**src/rtl/mem_bus_arbiter_if.sv**
```systemverilog
// mem_bus_arbiter_if: icache, dcache and memory-side handshake bundle for mem_bus_arbiter.
interface mem_bus_arbiter_if #(
  parameter int ADDR_WIDTH = 32,
  parameter int DATA_WIDTH = 32,
  parameter int LINE_WORDS = 4,
  parameter int LINE_WIDTH = LINE_WORDS * DATA_WIDTH
);
  logic                  ic_req_valid;
  logic                  ic_req_ready;
  logic [ADDR_WIDTH-1:0] ic_req_addr;
  logic                  ic_resp_valid;
  logic [LINE_WIDTH-1:0] ic_resp_line;
  logic                  dc_req_valid;
  logic                  dc_req_ready;
  logic                  dc_req_write;
  logic [ADDR_WIDTH-1:0] dc_req_addr;
  logic [LINE_WIDTH-1:0] dc_req_wline;
  logic                  dc_resp_valid;
  logic [LINE_WIDTH-1:0] dc_resp_line;
  logic                  mem_req_valid;
  logic                  mem_req_ready;
  logic                  mem_req_write;
  logic [ADDR_WIDTH-1:0] mem_req_addr;
  logic [DATA_WIDTH-1:0] mem_req_wdata;
  logic                  mem_resp_valid;
  logic [DATA_WIDTH-1:0] mem_resp_rdata;
  modport slave (
    input  ic_req_valid, ic_req_addr, dc_req_valid, dc_req_write, dc_req_addr, dc_req_wline,
           mem_req_ready, mem_resp_valid, mem_resp_rdata,
    output ic_req_ready, ic_resp_valid, ic_resp_line, dc_req_ready, dc_resp_valid, dc_resp_line,
           mem_req_valid, mem_req_write, mem_req_addr, mem_req_wdata
  );
  modport master (
    output ic_req_valid, ic_req_addr, dc_req_valid, dc_req_write, dc_req_addr, dc_req_wline,
           mem_req_ready, mem_resp_valid, mem_resp_rdata,
    input  ic_req_ready, ic_resp_valid, ic_resp_line, dc_req_ready, dc_resp_valid, dc_resp_line,
           mem_req_valid, mem_req_write, mem_req_addr, mem_req_wdata
  );
endinterface

```
**src/rtl/mem_bus_arbiter.sv**
```systemverilog
// mem_bus_arbiter: round-robin sharing of one word-wide memory port between icache refills and dcache refills/write-backs.
module mem_bus_arbiter #(
  parameter int ADDR_WIDTH = 32,
  parameter int DATA_WIDTH = 32,
  parameter int LINE_WORDS = 4,
  parameter int LINE_WIDTH = LINE_WORDS * DATA_WIDTH
) (
  input  logic             clk,
  input  logic             rst,
  mem_bus_arbiter_if.slave bus,
  output logic             busy
);
  localparam int BW = $clog2(LINE_WORDS);
  localparam int WB = $clog2(DATA_WIDTH / 8);
  localparam logic [ADDR_WIDTH-1:0] OFF_MASK = ADDR_WIDTH'(LINE_WIDTH / 8 - 1);
  typedef enum logic [1:0] {IDLE, ISSUE, WAIT_RD, RESP} state_t;
  state_t                state, state_nx;
  logic [BW-1:0]         beat;
  logic                  sel_dc, wr, last_dc;
  logic                  grant_ic, grant_dc, last_beat, accept;
  logic [ADDR_WIDTH-1:0] base, base_in;
  logic [LINE_WIDTH-1:0] line, line_nx, ic_line, dc_line;
  // tie goes to whoever did not win last; last_dc=0 after reset so dcache wins the first tie
  always_comb begin
    grant_dc = state == IDLE && !rst && bus.dc_req_valid && !(bus.ic_req_valid && last_dc);
    grant_ic = state == IDLE && !rst && bus.ic_req_valid && !grant_dc;
    base_in = grant_dc ? bus.dc_req_addr : bus.ic_req_addr;
    last_beat = &beat;
    accept = state == ISSUE && bus.mem_req_ready;
    line_nx = line;
    line_nx[beat*DATA_WIDTH +: DATA_WIDTH] = bus.mem_resp_rdata;
    state_nx = state;
    case (state)
      IDLE:    state_nx = (grant_ic || grant_dc) ? ISSUE : IDLE;
      ISSUE:   state_nx = !accept ? ISSUE : !wr ? WAIT_RD : last_beat ? RESP : ISSUE;
      WAIT_RD: state_nx = !bus.mem_resp_valid ? WAIT_RD : last_beat ? RESP : ISSUE;
      default: state_nx = IDLE;
    endcase
  end
  always_ff @(posedge clk) begin
    if (rst) begin
      state   <= IDLE;
      beat    <= '0;
      sel_dc  <= 1'b0;
      wr      <= 1'b0;
      last_dc <= 1'b0;
      base    <= '0;
      line    <= '0;
      ic_line <= '0;
      dc_line <= '0;
    end else begin
      state <= state_nx;
      if (grant_ic || grant_dc) begin
        sel_dc  <= grant_dc;
        wr      <= grant_dc && bus.dc_req_write;
        base    <= base_in & ~OFF_MASK;
        line    <= bus.dc_req_wline;
        last_dc <= grant_dc;
        beat    <= '0;
      end
      if (accept && wr && !last_beat) beat <= beat + 1'b1;
      // one read beat outstanding at a time, so the returned word always belongs to the current beat
      if (state == WAIT_RD && bus.mem_resp_valid) begin
        line <= line_nx;
        if (!last_beat) beat <= beat + 1'b1;
        else if (sel_dc) dc_line <= line_nx;
        else ic_line <= line_nx;
      end
    end
  end
  assign busy              = state != IDLE;
  assign bus.ic_req_ready  = grant_ic;
  assign bus.dc_req_ready  = grant_dc;
  assign bus.ic_resp_valid = state == RESP && !sel_dc;
  assign bus.dc_resp_valid = state == RESP && sel_dc;
  assign bus.ic_resp_line  = ic_line;
  assign bus.dc_resp_line  = dc_line;
  assign bus.mem_req_valid = state == ISSUE;
  assign bus.mem_req_write = state == ISSUE && wr;
  assign bus.mem_req_addr  = state == ISSUE ? base | (ADDR_WIDTH'(beat) << WB) : '0;
  assign bus.mem_req_wdata = (state == ISSUE && wr) ? line[beat*DATA_WIDTH +: DATA_WIDTH] : '0;
endmodule

```
**src/flat_wrapper.sv**
```systemverilog
// flat-port wrapper written by rule: the top's interface ports become plain ports
module mem_bus_arbiter_flat 
#(
  parameter int ADDR_WIDTH = 32,
  parameter int DATA_WIDTH = 32,
  parameter int LINE_WORDS = 4,
  parameter int LINE_WIDTH = LINE_WORDS * DATA_WIDTH
)
  (clk, rst, busy, bus_ic_req_valid, bus_ic_req_addr, bus_dc_req_valid, bus_dc_req_write, bus_dc_req_addr, bus_dc_req_wline, bus_mem_req_ready, bus_mem_resp_valid, bus_mem_resp_rdata, bus_ic_req_ready, bus_ic_resp_valid, bus_ic_resp_line, bus_dc_req_ready, bus_dc_resp_valid, bus_dc_resp_line, bus_mem_req_valid, bus_mem_req_write, bus_mem_req_addr, bus_mem_req_wdata);
  mem_bus_arbiter_if #(.ADDR_WIDTH(ADDR_WIDTH), .DATA_WIDTH(DATA_WIDTH), .LINE_WORDS(LINE_WORDS), .LINE_WIDTH(LINE_WIDTH)) bus_i ();
  input  logic clk;
  input  logic rst;
  output logic busy;
  input wire logic [$bits(bus_i.ic_req_valid)-1:0] bus_ic_req_valid;
  input wire logic [$bits(bus_i.ic_req_addr)-1:0] bus_ic_req_addr;
  input wire logic [$bits(bus_i.dc_req_valid)-1:0] bus_dc_req_valid;
  input wire logic [$bits(bus_i.dc_req_write)-1:0] bus_dc_req_write;
  input wire logic [$bits(bus_i.dc_req_addr)-1:0] bus_dc_req_addr;
  input wire logic [$bits(bus_i.dc_req_wline)-1:0] bus_dc_req_wline;
  input wire logic [$bits(bus_i.mem_req_ready)-1:0] bus_mem_req_ready;
  input wire logic [$bits(bus_i.mem_resp_valid)-1:0] bus_mem_resp_valid;
  input wire logic [$bits(bus_i.mem_resp_rdata)-1:0] bus_mem_resp_rdata;
  output wire logic [$bits(bus_i.ic_req_ready)-1:0] bus_ic_req_ready;
  output wire logic [$bits(bus_i.ic_resp_valid)-1:0] bus_ic_resp_valid;
  output wire logic [$bits(bus_i.ic_resp_line)-1:0] bus_ic_resp_line;
  output wire logic [$bits(bus_i.dc_req_ready)-1:0] bus_dc_req_ready;
  output wire logic [$bits(bus_i.dc_resp_valid)-1:0] bus_dc_resp_valid;
  output wire logic [$bits(bus_i.dc_resp_line)-1:0] bus_dc_resp_line;
  output wire logic [$bits(bus_i.mem_req_valid)-1:0] bus_mem_req_valid;
  output wire logic [$bits(bus_i.mem_req_write)-1:0] bus_mem_req_write;
  output wire logic [$bits(bus_i.mem_req_addr)-1:0] bus_mem_req_addr;
  output wire logic [$bits(bus_i.mem_req_wdata)-1:0] bus_mem_req_wdata;
  assign bus_i.ic_req_valid = bus_ic_req_valid;
  assign bus_i.ic_req_addr = bus_ic_req_addr;
  assign bus_i.dc_req_valid = bus_dc_req_valid;
  assign bus_i.dc_req_write = bus_dc_req_write;
  assign bus_i.dc_req_addr = bus_dc_req_addr;
  assign bus_i.dc_req_wline = bus_dc_req_wline;
  assign bus_i.mem_req_ready = bus_mem_req_ready;
  assign bus_i.mem_resp_valid = bus_mem_resp_valid;
  assign bus_i.mem_resp_rdata = bus_mem_resp_rdata;
  assign bus_ic_req_ready = bus_i.ic_req_ready;
  assign bus_ic_resp_valid = bus_i.ic_resp_valid;
  assign bus_ic_resp_line = bus_i.ic_resp_line;
  assign bus_dc_req_ready = bus_i.dc_req_ready;
  assign bus_dc_resp_valid = bus_i.dc_resp_valid;
  assign bus_dc_resp_line = bus_i.dc_resp_line;
  assign bus_mem_req_valid = bus_i.mem_req_valid;
  assign bus_mem_req_write = bus_i.mem_req_write;
  assign bus_mem_req_addr = bus_i.mem_req_addr;
  assign bus_mem_req_wdata = bus_i.mem_req_wdata;
  mem_bus_arbiter #(.ADDR_WIDTH(ADDR_WIDTH), .DATA_WIDTH(DATA_WIDTH), .LINE_WORDS(LINE_WORDS), .LINE_WIDTH(LINE_WIDTH)) u_core (.clk(clk), .rst(rst), .bus(bus_i), .busy(busy));
endmodule
```
**config.mk**
```make
export PLATFORM = sky130hd
export DESIGN_NAME = mem_bus_arbiter_flat
export DESIGN_NICKNAME = d
export VERILOG_FILES = /design/src/rtl/mem_bus_arbiter_if.sv /design/src/rtl/mem_bus_arbiter.sv /design/src/flat_wrapper.sv
export SDC_FILE = /design/constraint.sdc
export NUM_CORES = 1
export LEC_CHECK = 0
export CAP_MARGIN = 5
export CORE_AREA = 2 2 219 221
export DETAILED_ROUTE_END_ITERATION = 16
export DIE_AREA = 0 0 221 223
export PLACE_DENSITY = 0.81
export SYNTH_ARGS = -nofsm -noshare
export SYNTH_HDL_FRONTEND = slang
export SYNTH_SLANG_ARGS = --single-unit
```
**constraint.sdc**
```tcl
create_clock -name clk -period 6 [get_ports clk]
set_input_delay 1.2 -clock clk [delete_from_list [all_inputs] [get_ports clk]]
set_output_delay 1.2 -clock clk [all_outputs]
set_load 0.03 [all_outputs]
```
==> flow_metrics.tcl <==
set metrics [dict create \
    status "finished, violations left" \
    violations "slew limit" \
    clkLatencyLatePin_ns 0.61 \
    synth_area_leaders "dfxtp_1 41%, a211oi_1 14%, a21oi_1 7.1%, a311oi_1 6.5%, nor2b_1 3.9%" \
    rows 80 \
    cts_setup_buffers 0 \
    r2r_slack_ns 1.96 \
    synthFlopType "dfxtp_1" \
    r2r_end "u_core.bus.dc_resp_line[66]$_SDFFE_PP0P_" \
    irDropWorstVdd_mv 0.1987 \
    cts_resized 0 \
    nNetsFinal 2838 \
    yosysTopAreaCell "dfxtp_1" \
    async_flop_share 0 \
    total_power_mw 7.258 \
    yosys_register_bits 418 \
    yosys_warnings 0 \
    min_path_cells 2 \
    required_ns 4.80 \
    dp.cells 3168 \
    place.gp.congestion 0.9457 \
    die_x_microns 221 \
    setup.worst_path.start_class "flip-flop" \
    drt_wl_total_microns 97820 \
    fin_util 0.5806 \
    root_buffer "clkbuf_16" \
    cpLargestDelayFamily "buffers and inverters" \
    path_cells "nor2b_4 -> buf_4 -> and3_1 -> clkdlybuf4s50_1" \
    max_stage_delay_ns 0.75 \
    io_buffers 547 \
    cp_slowest_cell "nor2b_4" \
    core-area_sq_mm 0.04715 \
    route.detailed.drc 0 \
    finalHoldWorstSlack_ns 0.5133 \
    cts.sinks 418 \
    synth_seq_area_share 0.4057 \
    finalCritPeriodShare 0.7614 \
    hold_path_startpoint "u_core.base[25]$_SDFFE_PP0P_" \
    worst_slew_pin_slew_ns 1.720 \
    start_util 0.4375 \
    timing.final.crit_period_ns 4.569 \
    synth_top_area_frac 0.4057 \
    crit_buf_inv 2 \
    grt_usage 0.3752 \
    final_layout_size_suffix_gt1_frac 0.07051 \
    drv_cap 0 \
    die_y_microns 223 \
    stdcell_count 3282 \
    p_per_area_mw_per_mm2 265.1 \
    setup_viol 0 \
    nFillCells 4058 \
    wl_per_cell_microns 29.80 \
    dieArea_sq_mm 0.04928 \
    syn_to_final_growth_pct 32.71 \
    path_class "flip-flop to output pin" \
    vias 22652 \
    reg2regPathDepth 7 \
    synth_most_common_cell "dfxtp_1" \
    antenna_found_initial 44 \
    vias_per_cell 6.902 \
    clock_path_buffers 3 \
    hold_viol_final 0 \
    grt_max_degree 257 \
    grt_pass1_wl_microns 140500 \
    drv_slew 120 \
    syn_area_per_cell_sq_um 8.864 \
    cp-startpoint "u_core.state[0]$_SDFF_PP0_" \
    first_global_vias 21184 \
    slew_headroom -0.1466 \
    numCtsBuffers 46 \
    whs_endpoint "u_core.base[25]$_SDFFE_PP0P_" \
    synthTopCellsByCount "418 x dfxtp_1, 378 x a211oi_1, 291 x a21oi_1" \
    tritoncts "built" \
    cp_max_fo 35 \
    drt_iter0_drc 3495 \
    grt.overflow.total 0 \
    holdCritPathClass "flip-flop to flip-flop" \
    synth_cell_types 43 \
    power.leakage_nw 8.521 \
    path_clk_slew_ns 0.06 \
    setup_tns_ns 0 \
    crit_path_end_kind "output pin" \
    detail-route-antenna-nets 0 \
    cts_max_level 2 \
    hpwl_microns 65850 \
    first_pass_iters 6 \
    worst-endpoint-arrival_ns 3.37 \
    grt_setup_unrepaired "no" \
    syn_inst 2327 \
    timing.rr.start "u_core.beat[0]$_SDFF_PP0_" \
    synth_edf_count 0 \
    ioPinCount 558 \
    syn-cell-area_sq_mm 0.02063 \
    cts_hold_buf 0 \
    fin_skew_ns 0.03153 \
    fmax_mhz 218.9 \
]
[stage by stage]
step / setup WS [ns] / instance area, sq um
floorplan: 2.497 / 20630
detailed placement: 1.520 / 25630
finish: 1.431 / 27370
global placement: 1.541 / 25630
global route: 1.297 / 27360
CTS: 1.439 / 27300
[cells by family (layout without fill, tap and decap cells)]
| group | after synthesis | after routing | synth area share |
|---|---|---|---|
| and+or+nand+nor | 509 | 509 | 0.1470 |
| DFF | 418 | 418 | 0.4057 |
| adders and majority gates | 6 | 6 | 0.003640 |
| muxes | 34 | 34 | 0.03597 |
| other | 1 | 31 | 0.0001818 |
| AOI/OAI and AO/OA | 992 | 992 | 0.3262 |
| buffers and inverters | 367 | 677 | 0.08129 |
[tightest hold or removal path: cells and delay by family, from the launching register on]
kind | cells | cell delay (ns)
AO/OA/AOI/OAI | 2 | 0.16
flip-flops | 1 | 0.31
[how the worst max path moves through the flow]
stage	to	depth (start not counted)
global placement	bus_ic_req_ready	4
CTS	bus_mem_req_wdata[4]	4
detailed placement	bus_ic_req_ready	4
finish	bus_mem_req_wdata[4]	4
global route	bus_mem_req_wdata[12]	4
floorplan	bus_ic_req_ready	6
[layer usage]
layer  track usage  wire [microns]
met1        0.4521           35350
met2        0.5496           41830
met3        0.1313           12200
met4        0.2823            8247
met5      0.008798             185
[report_power, final]
group	leakage, nW	internal (mW)	switching [mW]	total [mW]
Sequential	3.40	2.89	0.171	3.06
Combinational	4.31	0.407	0.647	1.05
Clock	0.815	1.90	1.25	3.15
[area by class of cell]
| type | count | area (sq um) | area share |
|---|---|---|---|
| Multi-Input combinational cell | 1543 | 10640 | 0.3888 |
| Clock buffer | 64 | 1373 | 0.05014 |
| Tap cell | 615 | 769.5 | 0.02811 |
| Sequential cell | 418 | 8373 | 0.3059 |
| Inverter | 6 | 25.02 | 0.0009142 |
| Clock inverter | 21 | 294.0 | 0.01074 |
| Timing Repair Buffer | 586 | 5823 | 0.2127 |
| Antenna cell | 29 | 72.57 | 0.002651 |
[flip-flops by register name (all words and copies together) (netlist names)]
name and flops:
u_core.wr 1, u_core.bus.dc_resp_line 128, u_core.bus.ic_resp_line 128, u_core.state 2, u_core.beat 2, u_core.base 28
u_core.line 128, u_core.last_dc 1
[cell usage in the layout, fill, tap and decap left out, types with 2 or more instances in the layout]
cell type / instances
nor4_1: 128
clkinv_2: 9
and3_1: 33
nand3_1: 30
nor3b_4: 3
o21ai_1: 2
diode_2: 29
bufinv_16: 7
nor2b_1: 128
a211oi_2: 10
nor2_4: 2
buf_12: 4
nor2_1: 3
inv_1: 5
clkbuf_16: 49
clkbuf_8: 9
dfxtp_1: 416
and2_1: 30
and2_4: 2
mux4_2: 32
nor3_1: 128
ha_1: 2
a31oi_1: 126
a311oi_1: 153
ha_2: 4
a21oi_1: 291
nand2b_1: 3
clkdlybuf4s50_1: 546
nand2_1: 4
o21ai_0: 29
nand3b_1: 2
a211oi_1: 378
clkbuf_1: 6
nor4bb_1: 3
buf_4: 35
conb_1: 2
clkinvlp_4: 4
Note: power is estimated with default switching activity, not from simulation.
